### src/rtl/alu_wb_stage.sv
// Writeback/commit stage behind the 16-bit add/sub units: a 2-entry result FIFO
// feeding the register-file write port, plus architectural NZCV flags and an overflow counter.
module alu_wb_stage #(
    parameter int DATA_W = 16,
    parameter int ADDR_W = 3,
    parameter int CNT_W  = 8
) (
    input  logic              clk,
    input  logic              rst,
    input  logic              flush,
    input  logic              in_valid,
    output logic              in_ready,
    input  logic [DATA_W-1:0] in_result,
    input  logic              in_ovf,
    input  logic              in_carry,
    input  logic [ADDR_W-1:0] in_dest,
    input  logic              in_we,
    input  logic              in_setf,
    output logic              wb_valid,
    input  logic              wb_ready,
    output logic [DATA_W-1:0] wb_data,
    output logic [ADDR_W-1:0] wb_addr,
    output logic              wb_we,
    output logic              flag_n,
    output logic              flag_z,
    output logic              flag_c,
    output logic              flag_v,
    output logic [CNT_W-1:0]  ovf_count
);

    typedef struct packed {
        logic [DATA_W-1:0] result;
        logic              ovf;
        logic              carry;
        logic [ADDR_W-1:0] dest;
        logic              we;
        logic              setf;
    } entry_t;

    localparam logic [CNT_W-1:0] CNT_MAX = '1;

    entry_t     mem_q [2];
    entry_t     in_entry;
    entry_t     head;
    logic       wr_ptr_q;
    logic       rd_ptr_q;
    logic [1:0] count_q;
    logic       push;
    logic       pop;

    always_comb begin
        // NOTE: assign a default before any field so no path leaves the struct unassigned (latch).
        in_entry        = '0;
        in_entry.result = in_result;
        in_entry.ovf    = in_ovf;
        in_entry.carry  = in_carry;
        in_entry.dest   = in_dest;
        in_entry.we     = in_we;
        in_entry.setf   = in_setf;
    end

    // in_ready deliberately ignores wb_ready: no combinational path from the write port back upstream.
    assign in_ready = !rst && !flush && (count_q != 2'd2);
    assign push     = in_valid && in_ready;
    assign wb_valid = (count_q != 2'd0);
    assign pop      = wb_valid && wb_ready && !rst;

    assign head    = mem_q[rd_ptr_q];
    assign wb_data = head.result;
    assign wb_addr = head.dest;
    assign wb_we   = wb_valid && head.we;

    always_ff @(posedge clk) begin
        // NOTE: state is updated with <= so every process sees pre-edge values; never use = here.
        if (rst) begin
            count_q  <= 2'd0;
            wr_ptr_q <= 1'b0;
            rd_ptr_q <= 1'b0;
            // NOTE: the storage is reset because wb_data/wb_addr must read zero out of reset.
            for (int i = 0; i < 2; i++) begin
                mem_q[i] <= '0;
            end
        end else if (flush) begin
            count_q  <= 2'd0;
            wr_ptr_q <= 1'b0;
            rd_ptr_q <= 1'b0;
        end else begin
            if (push) begin
                mem_q[wr_ptr_q] <= in_entry;
                wr_ptr_q        <= ~wr_ptr_q;
            end
            if (pop) begin
                rd_ptr_q <= ~rd_ptr_q;
            end
            case ({push, pop})
                2'b10:   count_q <= count_q + 2'd1;
                2'b01:   count_q <= count_q - 2'd1;
                default: count_q <= count_q;
            endcase
        end
    end

    // A pop in the flush cycle still commits, so flags and counter look only at pop.
    always_ff @(posedge clk) begin
        if (rst) begin
            flag_n <= 1'b0;
            flag_z <= 1'b0;
            flag_c <= 1'b0;
            flag_v <= 1'b0;
        end else if (pop && head.setf) begin
            flag_n <= head.result[DATA_W-1];
            flag_z <= (head.result == '0);
            flag_c <= head.carry;
            flag_v <= head.ovf;
        end
    end

    always_ff @(posedge clk) begin
        if (rst) begin
            ovf_count <= '0;
        end else if (pop && head.setf && head.ovf && (ovf_count != CNT_MAX)) begin
            ovf_count <= ovf_count + CNT_W'(1);
        end
    end

endmodule
### config.mk
export PLATFORM = sky130hd
export DESIGN_NAME = alu_wb_stage
export DESIGN_NICKNAME = d
export VERILOG_FILES = /design/src/rtl/alu_wb_stage.sv
export SDC_FILE = /design/constraint.sdc
export NUM_CORES = 1
export LEC_CHECK = 0
export CORE_MARGIN = 1
export CORE_UTILIZATION = 30
export CTS_BUF_LIST = sky130_fd_sc_hd__clkbuf_8
export DETAILED_ROUTE_END_ITERATION = 8
export GPL_TIMING_DRIVEN = 0
export SKIP_LAST_GASP = 1
export SLEW_MARGIN = 10
export SYNTH_ARGS = -nofsm -noshare
export SYNTH_HDL_FRONTEND = slang
export SYNTH_SLANG_ARGS = --single-unit
### constraint.sdc
create_clock -name clk -period 3.8 [get_ports clk]
set_input_delay 0.57 -clock clk [delete_from_list [all_inputs] [get_ports clk]]
set_output_delay 0.57 -clock clk [all_outputs]
set_load 0.01 [all_outputs]
==> run_results.csv, run 1 <==
group,metric,value,unit
worst_setup_path,crit_fanout,10,
floorplanning,die_area,10500,um2
clocking,insertion_delay,0.33,ns
logic_synthesis,syn_inst,252,
drt,drt_iter0_drc,66,
power,p_int,1.14,mW
clocking,cts_tree,"built",
drt,drc,0,
worst_setup_path,crit_required,3.23,ns
logic_synthesis,synth.top_cells.by_area,"edfxtp_1 (46%), dfxtp_1 (11%), and2_1 (10%)",
timing,slew-limit-headroom,46.1,%
timing,rsz0062_at_grt,"no",
power,pwr-share-seq,53.4,%
worst_setup_path,critPathLaunchType,"flip-flop",
drt,drtAntennaViolNets,0,
grt,grt_max_degree,24,
floorplanning,initial_core_util,30.9,%
worst_setup_path,r2r_start,"count_q[0]",
placed_design,dp_slack,1.07,ns
placed_design,place_hpwl,4570,um
timing,slew_viol_final,0,
power,p_leak,1.45,nW
logic_synthesis,synth-seq-area-share,57.0,%
status,status,"completed",
placed_design,port_buffers,60,
worst_setup_path,crit_path_end_kind,"output pin",
floorplanning,die_w,102,um
job,drv_cap,0,
grt,antenna_found_initial,0,
grt,groute.usage.overall,13.3,%
worst_setup_path,crit_type,"flip-flop to output pin",
drt,first_pass_iters,4,
clocking,clock_sinks,63,
clocking,cts_resized,0,
worst_setup_path,slowest_stage,"clkbuf_1",
clocking,cts_hold_buffers,0,
cells_and_area,design_area,4010,um2
min_path,hold_depth,2,
worst_setup_path,crit_family,"buffers and inverters",
worst_setup_path,path_cells,"buf_6 -> clkbuf_1 -> mux2_2 -> buf_4 -> clkdlybuf4s50_1",
timing,worst_slew_pin_slew,0.805,ns
floorplanning,die_h,102,um
drt,postRouteWirelength,6410,um
worst_setup_path,crit_cells,5,
min_path,hp-class,"flip-flop to flip-flop",
worst_setup_path,r2r_end,"mem_q[1][0]",
worst_setup_path,arrival,2.35,ns
min_path,hold_end,"flag_v",
cells_and_area,fin_nets,354,
logic_synthesis,ys_warn_count,0,
placed_design,placed_area,3830,um2
timing,min_period,2.92,ns
logic_synthesis,async_reset_ff_share,0,%
clocking,cts-root-buf,"clkbuf_8",
timing,setup_viol,0,
power,p_switching,0.311,mW
cells_and_area,layout.cells.non_filler,461,
logic_synthesis,netlist.area_leader.share,45.8,%
timing,fin_skew,0.00959,ns
timing,fmax,342,MHz
grt,grt_pass1_wl,10200,um
logic_synthesis,syn_avg_cell_area,12.0,um2
timing,tns,0,ns
clocking,postCtsSetupRepairBufs,0,
cells_and_area,diodes,0,
clocking,cts_max_path_buffers,2,
power,ir_drop,0.138,mV
clocking,cts_max_level,3,
worst_setup_path,ff2ff_path_depth,4,
power,switching_share,21.5,%
placed_design,dp_cells,446,
drt,routed_via_density,4.48,
logic_synthesis,ys_ff_latch,63,
power,power_density,362,nW/um2
worst_setup_path,max_stage_delay,0.49,ns
clocking,cts-buffers-inserted,9,
worst_setup_path,crit_buf_inv,4,
timing,period_share,76.9,%
power,pwr-share-clk,36.9,%
logic_synthesis,synth_top_cell_by_area,"edfxtp_1",
timing,hold_viol,0,
clocking,clkSlewWorstSetupHoldPaths,0.07,ns
power,fin_total_pwr,1.45,mW
power,pwr-share-comb,9.7,%
floorplanning,rows,36,
floorplanning,core,9770,um2
logic_synthesis,synth_edf_count,46,
placed_design,place_congestion,0.761,
worst_setup_path,r2r_slack,1.87,ns
cells_and_area,syn2layout_area_growth,32.7,%
floorplanning,ios,62,
min_path,worst_hold_startpoint,"flag_v",
grt,grt_overflow,0,
logic_synthesis,synthDistinctLibCells,41,
cells_and_area,final_layout_size_suffix_gt1_share,18.3,%
timing,setup_ws,0.879,ns
logic_synthesis,ys.flop_type,"edfxtp_1",
logic_synthesis,synth_area,3020,um2
logic_synthesis,syn-num-nets,282,
grt,first_global_vias,2061,
drt,wl_per_cell,13.9,um
drt,num_vias,2063,
==> cells by family after synthesis <==
| logic type | share of synthesized area, % |
|---|---|
| AO/OA/AOI/OAI | 4.69 |
| buffers and inverters | 7.17 |
| flip-flops | 57.0 |
| multiplexers | 8.96 |
| adder cells (fa/ha/maj) | 0.829 |
| AND/OR/NAND/NOR | 19.9 |
| XOR/XNOR | 1.45 |
==> synthesized netlist by cell type, types with 4 or more instances <==
master,n
and2_1,48
edfxtp_1,46
mux2_2,20
buf_4,19
dfxtp_1,17
nor3_1,10
clkbuf_1,9
nor2_1,9
a21oi_1,7
nand3_1,7
nand2_1,5
nor4_1,5
o21ai_0,5
inv_1,4
or4_1,4
xnor2_1,4
==> layer usage <==
metal | vias to the layer above | wire [um] | part of all wire [%] | GRT usage (%)
met5 | - | 0 | 0 | 0
met4 | 0 | 104 | 1.6 | 6.37
met3 | 10 | 197 | 3.1 | 2.12
met2 | 46 | 3250 | 51 | 22.8
met1 | 977 | 2860 | 45 | 16.2
li1 | 1030 | - | - | -
==> state kept, by name, summed over array words and instances (netlist names), named ones only <==
name and flops:
count_q 2, flag_c 1, flag_n 1, flag_v 1
flag_z 1, mem_q 46, ovf_count 8, rd_ptr_q 1
wr_ptr_q 1
==> tightest hold or removal path, delay by kind of cell (launching register included) <==
family	cells	cell delay [ns]
and+or+nand+nor	1	0.07
AOI/OAI and AO/OA	1	0.06
DFF	1	0.32
==> worst max path at each step <==
stage          startpoint           end  slack, ns
3_5_place_dp        flush   mem_q[1][4]       1.07
5_1_grt         flip-flop    wb_data[4]       0.70
6_report        flip-flop    wb_data[4]       0.88
3_3_place_gp        flush  mem_q[0][16]      -0.87
2_1_floorplan         rst   mem_q[0][0]       0.65
4_1_cts         flip-flop    wb_data[6]       0.84
==> cell usage in the layout (no fill, tap or decap), types with 2 or more instances in the layout <==
master | netlist | layout
nor3_1 | 10 | 10
ha_1 | 2 | 2
o31ai_1 | 2 | 2
clkdlybuf4s50_1 | 0 | 60
and3_1 | 2 | 2
mux2_2 | 20 | 20
nor2_1 | 9 | 9
clkbuf_1 | 9 | 9
and2_1 | 48 | 48
or4_1 | 4 | 4
nand3_1 | 7 | 7
o21ai_0 | 5 | 3
mux2i_1 | 3 | 3
edfxtp_1 | 46 | 46
buf_4 | 19 | 19
nand2_1 | 5 | 5
clkinv_1 | 0 | 2
xnor2_1 | 4 | 4
buf_2 | 2 | 2
inv_1 | 4 | 5
nor4_1 | 5 | 5
nand2b_1 | 2 | 2
clkbuf_8 | 0 | 9
o311ai_1 | 2 | 2
a21oi_1 | 7 | 7
dfxtp_1 | 17 | 17
==> area by class of cell <==
cell class	instances	area (um2)
Fill cell	937	5770
Tap cell	133	166
Inverter	5	18.8
Timing Repair Buffer	61	628
Buffer	31	198
Multi-Input combinational cell	153	1090
Sequential cell	63	1720
Clock inverter	6	53.8
Clock buffer	9	124
==> power groups by stage <==
stage          sequential [mW]  combinational (mW)  clock [mW]
6_report                 0.773               0.141       0.535
5_1_grt                  0.775               0.153       0.571
4_1_cts                  0.773               0.144       0.544
3_5_place_dp             0.788               0.143           0
3_3_place_gp             0.789               0.137           0
2_1_floorplan            0.785              0.0668           0
==> metrics by stage <==
stage                     utilization [%]  hold WS (ns)
after global routing                 41.0         0.506
after CTS                            41.0         0.501
after floorplan                         -         0.494
after detailed placement             39.2         0.486
final                                41.0         0.495
after global placement               38.7         0.476
No activity file was read; power rests on OpenSTA's default activity.
==> run 2, diff against run 1 <==
==> constraint.sdc (replaced) <==
create_clock -name clk -period 2.8 [get_ports clk]
set_input_delay 0.42 -clock clk [delete_from_list [all_inputs] [get_ports clk]]
set_output_delay 0.42 -clock clk [all_outputs]
set_load 0.01 [all_outputs]
==> run_results.csv, run 2 (same netlist as run 1, synthesis figures left out) <==
group,metric,value,unit
power,pwr-share-comb,9.7,%
placed_design,place_hpwl,4570,um
drt,met2_length,3230,um
worst_setup_path,crit_path_end_kind,"output pin",
worst_setup_path,r2r_start,"count_q[0]",
worst_setup_path,r2r_end,"mem_q[1][0]",
worst_setup_path,ff2ff_path_depth,4,
cells_and_area,diodes,0,
drt,routed_via_density,4.47,
cells_and_area,final_common_cell,"clkdlybuf4s50_1",
timing,setup_ws,0.175,ns
min_path,hp-class,"input port to flip-flop",
cells_and_area,top_regs,"mem_q: 46 flops, ovf_count: 8 flops, count_q: 2 flops",
min_path,worst_hold_startpoint,"rst",
placed_design,place_congestion,0.761,
status,status,"completed",
worst_setup_path,crit_required,2.38,ns
drt,num_vias,2056,
floorplanning,core,9770,um2
power,p_leak,1.45,nW
power,switching_share,21.5,%
power,p_int,1.54,mW
clocking,postCtsSetupRepairBufs,0,
worst_setup_path,r2r_slack,0.87,ns
timing,fmax,381,MHz
drt,met1_length,2840,um
drt,drtAntennaViolNets,0,
power,p_switching,0.423,mW
clocking,cts_max_level,3,
worst_setup_path,crit_fanout,19,
worst_setup_path,critPathLaunchType,"flip-flop",
drt,dr_wl_met3,207,um
timing,period_share,93.7,%
worst_setup_path,arrival,2.20,ns
clocking,cts_max_path_buffers,2,
cells_and_area,syn2layout_area_growth,32.6,%
clocking,clock_sinks,63,
drt,first_pass_iters,4,
timing,min_period,2.62,ns
grt,groute.usage.overall,13.3,%
floorplanning,die_w,102,um
power,ir_drop,0.187,mV
job,drv_cap,0,
timing,whs,0.393,ns
worst_setup_path,crit_path_end,"wb_data[4]",
timing,slew-limit-headroom,47.2,%
drt,drt_iter0_drc,62,
clocking,cts-root-buf,"clkbuf_8",
cells_and_area,top_register,"mem_q",
placed_design,port_buffers,60,
placed_design,dp_slack,0.222,ns
floorplanning,die_h,102,um
timing,hold_viol,0,
clocking,cts_tree,"built",
drt,wl_per_cell,13.9,um
power,power_density,491,nW/um2
floorplanning,initial_core_util,30.9,%
clocking,cts-buffers-inserted,9,
grt,grt_overflow,0,
floorplanning,die_area,10500,um2
cells_and_area,fin_nets,353,
timing,worst_slew_pin_slew,0.789,ns
clocking,clkSlewWorstSetupHoldPaths,0.07,ns
grt,antenna_found_initial,0,
clocking,cts_hold_buffers,0,
timing,setup_viol,0,
cells_and_area,final_layout_size_suffix_gt1_share,18.7,%
cells_and_area,layout_common_cells,"clkdlybuf4s50_1 (60), and2_1 (48), edfxtp_1 (46), mux2_2 (20), buf_4 (19)",
drt,postRouteWirelength,6390,um
drt,top_layer_used,"met4",
cells_and_area,design_area,4000,um2
clocking,insertion_delay,0.33,ns
placed_design,placed_area,3830,um2
worst_setup_path,crit_type,"flip-flop to output pin",
cells_and_area,largest_reg_flops,46,
power,pwr-share-clk,37.0,%
grt,grt_pass1_wl,10200,um
timing,fin_skew,0.00975,ns
power,pwr-share-seq,53.3,%
grt,grt_max_degree,24,
grt,first_global_vias,2061,
floorplanning,rows,36,
drt,drc,0,
floorplanning,ios,62,
timing,rsz0062_at_grt,"no",
timing,slew_viol_final,0,
## run 2: changes by cell type in the layout (fill, tap and decap cells not counted), sizes merged
cell    change
clkbuf      -1
## run 2: timing repair
item / in CTS / in global routing
pin swaps: 0 / 0
setup endpoints to repair: 5 / 7
cloned: 0 / 0
resized for setup: 1 / 0
## run 2: through the flow
step / utilization, % / TNS (ns) / total power, mW / instances
finish: 40.9 / 0 / 1.97 / 460
global route: 40.9 / 0 / 2.03 / 460
CTS: 41.0 / 0 / 1.98 / 461
detailed placement: 39.2 / 0 / 1.26 / 446
global placement: 38.7 / -78.93 / 1.26 / 445
floorplan: - / -9.41 / 1.16 / 252
## run 2: how the worst min path moves through the flow
stage | endpoint | slack, ns | depth (start not counted)
final | ovf_count[7] | 0.39 | 2
after global routing | ovf_count[7] | 0.42 | 2
after CTS | ovf_count[7] | 0.39 | 2
after detailed placement | flag_n | 0.49 | 2
after global placement | flag_n | 0.48 | 2
after floorplan | flag_v | 0.49 | 2
## run 2: area by class of cell
class	instances	area (um2)
plain buffers	30	195
clock buffers	9	124
clock inverters	6	53.8
fillers	940	5770
inverters	5	18.8
multi-input cells	153	1090
flip-flops and latches	63	1720
well taps	133	166
repair buffers	61	628
## run 2: routing by layer
layer  GRT usage [%]  vias to the layer above
met5               0                        -
met4            6.37                        0
met3            2.12                       10
met2            22.8                       45
met1            16.2                      975
li1                -                     1026
## run 2: power groups by stage
stage	clock [mW]	sequential (mW)	combinational, mW
after floorplan	0	1.07	0.0907
after global placement	0	1.07	0.185
after detailed placement	0	1.07	0.194
after CTS	0.738	1.05	0.195
after global routing	0.775	1.05	0.207
final	0.726	1.05	0.191
## run 2: worst max-delay path, stage by stage (launching register included)
cell and delay (ns):
dfxtp_1 0.37, buf_6 0.22, clkbuf_2 0.31, mux2_2 0.38, buf_4 0.13, clkdlybuf4s50_1 0.46
